## src/rtl/pc_fetch_unit.sv

```systemverilog
// rtl/pc_fetch_unit.sv - PC sequencer, credit-gated imem requests and 2-entry instruction queue
// Optional build macro PC_MISALIGN_CHECK_EN: misaligned redirect sets misalign_err and halts until rst.
module pc_fetch_unit #(
  parameter logic [31:0] RESET_PC = 32'h0000_0000
) (
  input  logic        clk,
  input  logic        rst,
  input  logic        redirect_valid,
  input  logic [31:0] redirect_pc,
  output logic        imem_req_valid,
  output logic [31:0] imem_req_addr,
  input  logic        imem_req_ready,
  input  logic        imem_rsp_valid,
  input  logic [31:0] imem_rsp_data,
  output logic        instr_valid,
  output logic [31:0] instr,
  output logic [31:0] instr_pc,
  input  logic        instr_ready
`ifdef PC_MISALIGN_CHECK_EN
  ,
  output logic        misalign_err
`endif
);

  typedef enum logic [1:0] {START, RUN, DRAIN, HALT} state_t;

  state_t      state_q, state_d;
  logic [31:0] pc_q;

  logic [31:0] fifo_data [2];
  logic [31:0] fifo_pc   [2];
  logic [1:0]  fifo_cnt;

  // PCs of live (not dropped) outstanding requests, oldest at index 0
  logic [31:0] out_pc [2];
  logic [1:0]  live_cnt;
  logic [1:0]  drop_cnt;

  logic [2:0]  occ;
  logic        accept;
  logic        deq;
  logic        flush;
  logic        do_redirect;
  logic        bad_target;
  logic        live_rsp;
  logic        drop_rsp;
  logic [31:0] target;
  logic [1:0]  drop_next;

`ifdef PC_MISALIGN_CHECK_EN
  assign target     = redirect_pc;
  assign bad_target = redirect_valid && (redirect_pc[1:0] != 2'b00) && (state_q != HALT);
`else
  assign target     = redirect_pc & 32'hFFFF_FFFC;
  assign bad_target = 1'b0;
`endif

  assign do_redirect    = redirect_valid && (state_q != HALT) && !bad_target;
  assign flush          = do_redirect || bad_target;

  assign occ            = {1'b0, fifo_cnt} + {1'b0, live_cnt};
  assign imem_req_valid = (state_q == RUN) && (occ < 3'd2);
  assign imem_req_addr  = pc_q;
  assign accept         = imem_req_valid && imem_req_ready;

  assign instr_valid    = (fifo_cnt != 2'd0);
  assign instr          = instr_valid ? fifo_data[0] : 32'h0;
  assign instr_pc       = instr_valid ? fifo_pc[0]   : 32'h0;
  assign deq            = instr_valid && instr_ready && !flush;

  // Dropped requests are always older than live ones: no issue happens until the drop count drains.
  assign live_rsp  = imem_rsp_valid && !flush && (drop_cnt == 2'd0) && (state_q != HALT);
  assign drop_rsp  = imem_rsp_valid && !flush && (drop_cnt != 2'd0);
  assign drop_next = drop_cnt + live_cnt + {1'b0, accept} - {1'b0, imem_rsp_valid};

  always_comb begin
    state_d = state_q;
    if (bad_target) begin
      state_d = HALT;
    end else begin
      case (state_q)
        START: state_d = RUN;
        RUN: begin
          if (do_redirect && (drop_next != 2'd0)) state_d = DRAIN;
        end
        DRAIN: begin
          if (do_redirect) begin
            state_d = (drop_next != 2'd0) ? DRAIN : RUN;
          end else if (drop_rsp && (drop_cnt == 2'd1)) begin
            state_d = RUN;
          end
        end
        HALT:    state_d = HALT;
        default: state_d = START;
      endcase
    end
  end

  always_ff @(posedge clk) begin
    if (rst) begin
      state_q <= START;
    end else begin
      state_q <= state_d;
    end
  end

  always_ff @(posedge clk) begin
    if (rst) begin
      pc_q     <= RESET_PC;
      drop_cnt <= 2'd0;
    end else begin
      if (do_redirect) begin
        pc_q <= target;
      end else if (accept) begin
        pc_q <= pc_q + 32'd4;
      end
      if (bad_target) begin
        drop_cnt <= 2'd0;
      end else if (do_redirect) begin
        drop_cnt <= drop_next;
      end else if (drop_rsp) begin
        drop_cnt <= drop_cnt - 2'd1;
      end
    end
  end

  always_ff @(posedge clk) begin
    if (rst) begin
      live_cnt  <= 2'd0;
      out_pc[0] <= 32'h0;
      out_pc[1] <= 32'h0;
    end else if (flush) begin
      live_cnt <= 2'd0;
    end else begin
      case ({accept, live_rsp})
        2'b10: begin
          out_pc[live_cnt[0]] <= pc_q;
          live_cnt            <= live_cnt + 2'd1;
        end
        2'b01: begin
          out_pc[0] <= out_pc[1];
          live_cnt  <= live_cnt - 2'd1;
        end
        2'b11: begin
          if (live_cnt == 2'd1) begin
            out_pc[0] <= pc_q;
          end else begin
            out_pc[0] <= out_pc[1];
            out_pc[1] <= pc_q;
          end
        end
        default: ;
      endcase
    end
  end

  // Head-at-0 queue; credit gating keeps it from ever being written while full.
  always_ff @(posedge clk) begin
    if (rst) begin
      fifo_cnt     <= 2'd0;
      fifo_data[0] <= 32'h0;
      fifo_data[1] <= 32'h0;
      fifo_pc[0]   <= 32'h0;
      fifo_pc[1]   <= 32'h0;
    end else if (flush) begin
      fifo_cnt <= 2'd0;
    end else begin
      case ({live_rsp, deq})
        2'b10: begin
          fifo_data[fifo_cnt[0]] <= imem_rsp_data;
          fifo_pc[fifo_cnt[0]]   <= out_pc[0];
          fifo_cnt               <= fifo_cnt + 2'd1;
        end
        2'b01: begin
          fifo_data[0] <= fifo_data[1];
          fifo_pc[0]   <= fifo_pc[1];
          fifo_cnt     <= fifo_cnt - 2'd1;
        end
        2'b11: begin
          if (fifo_cnt == 2'd1) begin
            fifo_data[0] <= imem_rsp_data;
            fifo_pc[0]   <= out_pc[0];
          end else begin
            fifo_data[0] <= fifo_data[1];
            fifo_pc[0]   <= fifo_pc[1];
            fifo_data[1] <= imem_rsp_data;
            fifo_pc[1]   <= out_pc[0];
          end
        end
        default: ;
      endcase
    end
  end

`ifdef PC_MISALIGN_CHECK_EN
  always_ff @(posedge clk) begin
    if (rst) begin
      misalign_err <= 1'b0;
    end else if (bad_target) begin
      misalign_err <= 1'b1;
    end
  end
`endif

endmodule
```

## config.mk

```make
export PLATFORM = sky130hd
export DESIGN_NAME = pc_fetch_unit
export DESIGN_NICKNAME = d
export VERILOG_FILES = /design/src/rtl/pc_fetch_unit.sv
export SDC_FILE = /design/constraint.sdc
export NUM_CORES = 1
export LEC_CHECK = 0
export CORE_ASPECT_RATIO = 1.5
export CORE_MARGIN = 3
export CORE_UTILIZATION = 30
export DETAILED_ROUTE_END_ITERATION = 8
export PLACE_DENSITY_LB_ADDON = 0.05
export SETUP_SLACK_MARGIN = 0.1
export SLEW_MARGIN = 20
export SYNTH_ARGS = -nofsm -noshare
export SYNTH_HDL_FRONTEND = slang
export SYNTH_SLANG_ARGS = --single-unit
```

## constraint.sdc

```tcl
create_clock -name clk -period 6.4 [get_ports clk]
set_input_delay 0.96 -clock clk [delete_from_list [all_inputs] [get_ports clk]]
set_output_delay 0.96 -clock clk [all_outputs]
set_load 0.05 [all_outputs]
```

# Word-level counts from Yosys, hierarchy flattened
# Memory sizes are Yosys's and may differ from the RTL's.
# Cells that the tools add are included.
[classes]
addsub = 10
order_cmp = 1
eq_ne = 15
n_mux = 72
bitwise = 12
reduce_logical = 26
[op_table]
columns = ["cell", "count"]
rows = [
  ["$mux W32", 19],
  ["$reduce_or A32 Y1", 3],
  ["$mux W1", 44],
  ["$add A32 B3 Y32 const B", 1],
  ["$reduce_bool A2 Y1", 7],
  ["$eq A2 B1 Y1 const B", 6],
  ["$eq A2 B2 Y1 const B", 6],
  ["$mux W2", 6],
  ["$or A1 B1 Y1", 12],
  ["$logic_and A1 B1 Y1", 11],
  ["$pmux W2 S2", 2],
  ["$pmux W2 S4", 1],
  ["$sub A2 B1 Y2 const B", 3],
  ["$add A2 B1 Y2 const B", 2],
  ["$logic_not A2 Y1", 2],
  ["$add A2 B2 Y3", 1],
  ["$lt A3 B2 Y1 const B", 1],
  ["$ne A3 B3 Y1 const B", 1],
  ["$add A2 B1 Y2", 1],
  ["$add A2 B2 Y2", 1],
  ["$ne A2 B1 Y1 const B", 1],
  ["$ne A2 B2 Y1 const B", 1],
  ["$reduce_and A2 Y1", 1],
  ["$reduce_or A2 Y1", 1],
  ["2 further kinds", 2],
]
[word_totals]
regBits = 40
ram_bits = 192
inputBits = 70
output_inout_bits = 98
word_cells = 145
n_memories = 3
[memory_table]
columns = ["memory", "depth", "word_bits", "rd", "rd_clocked_by_memory_dff", "write_ports", "line_no", "text"]
rows = [
  ["fifo_data", 2, 32, 2, 0, 2, "30", "logic [31:0] fifo_data [2];"],
  ["fifo_pc", 2, 32, 2, 0, 2, "31", "logic [31:0] fifo_pc [2];"],
  ["out_pc", 2, 32, 2, 0, 2, "35", "logic [31:0] out_pc [2];"],
]

# Logic depth before layout (Yosys ltp)
[logic_depth]
word_depth = 15
ltp_mapped = 13
depth_no_buf = 12

# Worst setup path before layout
# Ideal clock, no wire load.
[synth_timing]
path_kind = "reg2reg"
from = "register live_cnt[0]"
to = "memory out_pc[0][10], enable pin"
setup_ns = 0.423
arrival_ns = 3.989
required_time_ns = 5.977
path_slack_ns = 1.988
path_stages_with_launch = 12
n_path_buf = 1
synth_period_minus_slack_ns = 4.412
cell_sequence = "dfxtp_1 and2_1 fa_1 or4b_4 buf_6 inv_2 nand2_2 inv_2 ha_1 nor2b_1 nor3_1 o21bai_1"
[synth_rtl]
columns = ["item", "line_no", "text"]
rows = [
  ["start, declared", "36", "logic [1:0] live_cnt;"],
  ["start signal, assigned", "138", "live_cnt <= live_cnt + 2'd1;"],
  ["start signal, assigned", "142", "live_cnt <= live_cnt - 2'd1;"],
  ["end, declared", "35", ""],
]

# Worst setup path in the final report
[layout_timing]
from = "register live_cnt[0]"
to = "output port imem_req_valid"
[layout_via]
elab_chain_len = 3
[layout_rtl]
columns = ["item", "line_no", "text"]
rows = [
  ["$add A2 B2 Y3", "61", "assign occ = {1'b0, fifo_cnt} + {1'b0, live_cnt};"],
  ["$lt A3 B2 Y1", "62", "assign imem_req_valid = (state_q == RUN) && (occ < 3'd2);"],
  ["$logic_and A1 B1 Y1", "62", ""],
  ["end, declared", "10", "output logic imem_req_valid,"],
]
# No other way between the ends.

==> results.toml <==
[place]
dp_hpwl_um = 15890
portBuffers = 161
gp_congestion = 0.7177
placed_cells = 1490

[final_layout]
multiInputGateArea_um2 = 3769
nets = 1180
fill_cells = 3361
final-seq-area_um2 = 6286
diodes = 0
stdcell_count = 1534
areaGrowthSynthToFinish_pct = 27.49
drive_gt1_share_pct = 7.540

[clocking]
htreeDepth = 1
cts_buffers = 24
post_cts_resized = 0
root_buffer = "clkbuf_16"
cts_hold_buf = 0
cts_buffer_depth = 3
path_clk_slew_ns = 0.06
clkLatencyLatePin_ns = 0.53
clock_sinks = 222
cts_setup_buffers = 0
cts_tree = "yes"

[hold_path]
hp-start = "fifo_cnt[1]"
hold_path_end = "fifo_cnt[1]"
hold_depth = 2
hold_class = "reg -> reg"

[sta]
hold_viol = 0
fin_tns_setup_ns = 0
slew_headroom_pct = 40.36
min_period_ns = 4.072
worstMarginPinSlew_ns = 0.8915
setup_violations = 0
skew_ns = 0.01651
slew_violations = 0
rsz0062_at_grt = "false"
min_period_over_period_pct = 63.63
max_clock_freq_ghz = 0.2456

[routing]
drt-initial-drc-count = 298
drc_errors = 0
ant_nets = 0
dr.pass1.iters = 5
vias_per_cell = 4.549
vias = 6978
wl_per_cell_um = 16.11
wirelength_um = 24710

[worst_setup_path]
reg2regPathDepth = 11
r2r-end = "out_pc[0][3]"
worst_ep_required_time_ns = 5.44
rrSetupSlack_ns = 2.45
crit_path_max_fanout = 6
endpoint_kind = "primary output"
worstPathArrival_ns = 3.11
path_class = "reg -> out"
cp-start-kind = "register"
timing.rr.start = "live_cnt[0]"

[pwr]
ir_drop_uv = 195.4
power_density_nw_per_um2 = 310.0
p_leak_nw = 4.580

[yosys]
syn_area_per_cell_um2 = 10.79
netlist.area_leader.share_pct = 53.45
yosysUniqueCellTypes = 48
syn_inst = 958
synth.largest_area_cell = "edfxtp_1"
synth-main-ff-cell = "edfxtp_1"
synth.most_common_cell = "nand2_1"
yosysSeqAreaShare_pct = 60.81
ys_async_sr_fraction_pct = 0
synth_edf_count = 184
ys_ff_latch = 222
synth.top_cells.by_count = "203 x nand2_1, 184 x edfxtp_1, 98 x a21oi_1"
synth_area_leaders = "edfxtp_1 53%, nand2_1 7.4%, dfxtp_1 7.4%"
netlist_area_um2 = 10340
ys_warn_count = 0

[floorplan]
row_count = 82
die_y_um = 233.4
start_util_pct = 30.62
die_area_um2 = 36770
die_w_um = 157.6
ios = 168
fp.coreArea_um2 = 33750

[global_route]
antenna_found_initial = 0
grt_max_degree = 67
grt_pass1_vias = 6987
grt_pass1_wl_um = 39290
grt-ovfl-total = 0
track_usage_pct = 13.38

[status]
outcome = "finished clean"

[job]
max-cap-violations = 0
state kept, by name (all words and copies together), names as in the netlist:
signal / flops
fifo_data: 64
fifo_pc: 60
out_pc: 60
imem_req_addr: 30
drop_cnt: 2
fifo_cnt: 2
live_cnt: 2
state_q: 2
how the worst max path moves through the flow:
stage / startpoint / to / slack [ns] / depth (start not counted)
after floorplan: live_cnt[0] / out_pc[0][10] / 1.99 / 11
after global placement: redirect_valid / fifo_pc[1][23] / 2.08 / 7
after detailed placement: redirect_valid / fifo_pc[1][23] / 2.08 / 7
after CTS: live_cnt[0] / imem_req_valid / 2.25 / 5
after global routing: live_cnt[0] / out_pc[0][3] / 2.16 / 11
final: live_cnt[0] / imem_req_valid / 2.33 / 5
report_power, final:
group	internal [mW]	leakage (nW)	switching, mW	total (mW)
Combinational	0.278	1.96	0.553	0.831
Clock	0.858	0.388	0.593	1.45
Sequential	1.72	2.23	0.0880	1.80
kinds of logic (layout without fill, tap and decap cells):
kind of cell / count (synthesis) / count (layout) / synth area share [%]
and+or+nand+nor: 456 / 456 / 21.91
DFF: 222 / 222 / 60.81
AOI/OAI and AO/OA: 146 / 146 / 8.787
buffers and inverters: 81 / 234 / 3.474
xor gates and xnor gates: 38 / 38 / 3.220
adders and majority gates: 14 / 14 / 1.767
other: 1 / 4 / 0.03628
metal layers:
layer,vias to the layer above,part of all wire [%],wire [um],GRT usage [%]
met5,-,0,0,0
met4,0,2.1,518,3.881
met3,33,4.9,1205,2.076
met2,173,49,12160,23.29
met1,3215,44,10820,17.12
li1,3557,-,-,-
critical path: stages (launching register included):
cell and delay (ns):
dfxtp_1 0.46, and2_1 0.18, fa_1 0.41, or4b_4 0.61, inv_2 0.11, clkdlybuf4s50_1 0.82
stage by stage:
step                utilization [%]  power (mW)  instance area, um2  hold slack (ns)  worst slack (ns)
floorplan                         -       2.392               10350           0.5140             1.988
global placement              36.61       2.681               12360           0.5327             2.077
detailed placement            36.61       2.685               12360           0.5392             2.078
CTS                           39.04       4.170               13180           0.5491             2.245
global route                  39.04       4.291               13180           0.5707             2.160
finish                        39.04       4.085               13180           0.5513             2.328
cell type report:
type	count	share of cell area [%]
clock buffer	28	4.671
clock inverter	16	1.567
inverter	14	0.3987
multi-input combinational	658	28.60
sequential	222	47.70
tap	420	3.987
timing repair buffer	176	13.08
placed cells by master (no fill, tap or decap), types with 13 or more instances in the layout:
cell type          n
clkdlybuf4s50_1  161
edfxtp_1         184
and2_1            96
xor2_1            24
nor2b_1           64
nand2_1          201
buf_4             15
nand4_1           13
dfxtp_1           38
nor2_1            45
a21oi_1           96
clkbuf_16         24
xnor2_1           14
a211oi_1          21
(Power assumes the default switching activity.)
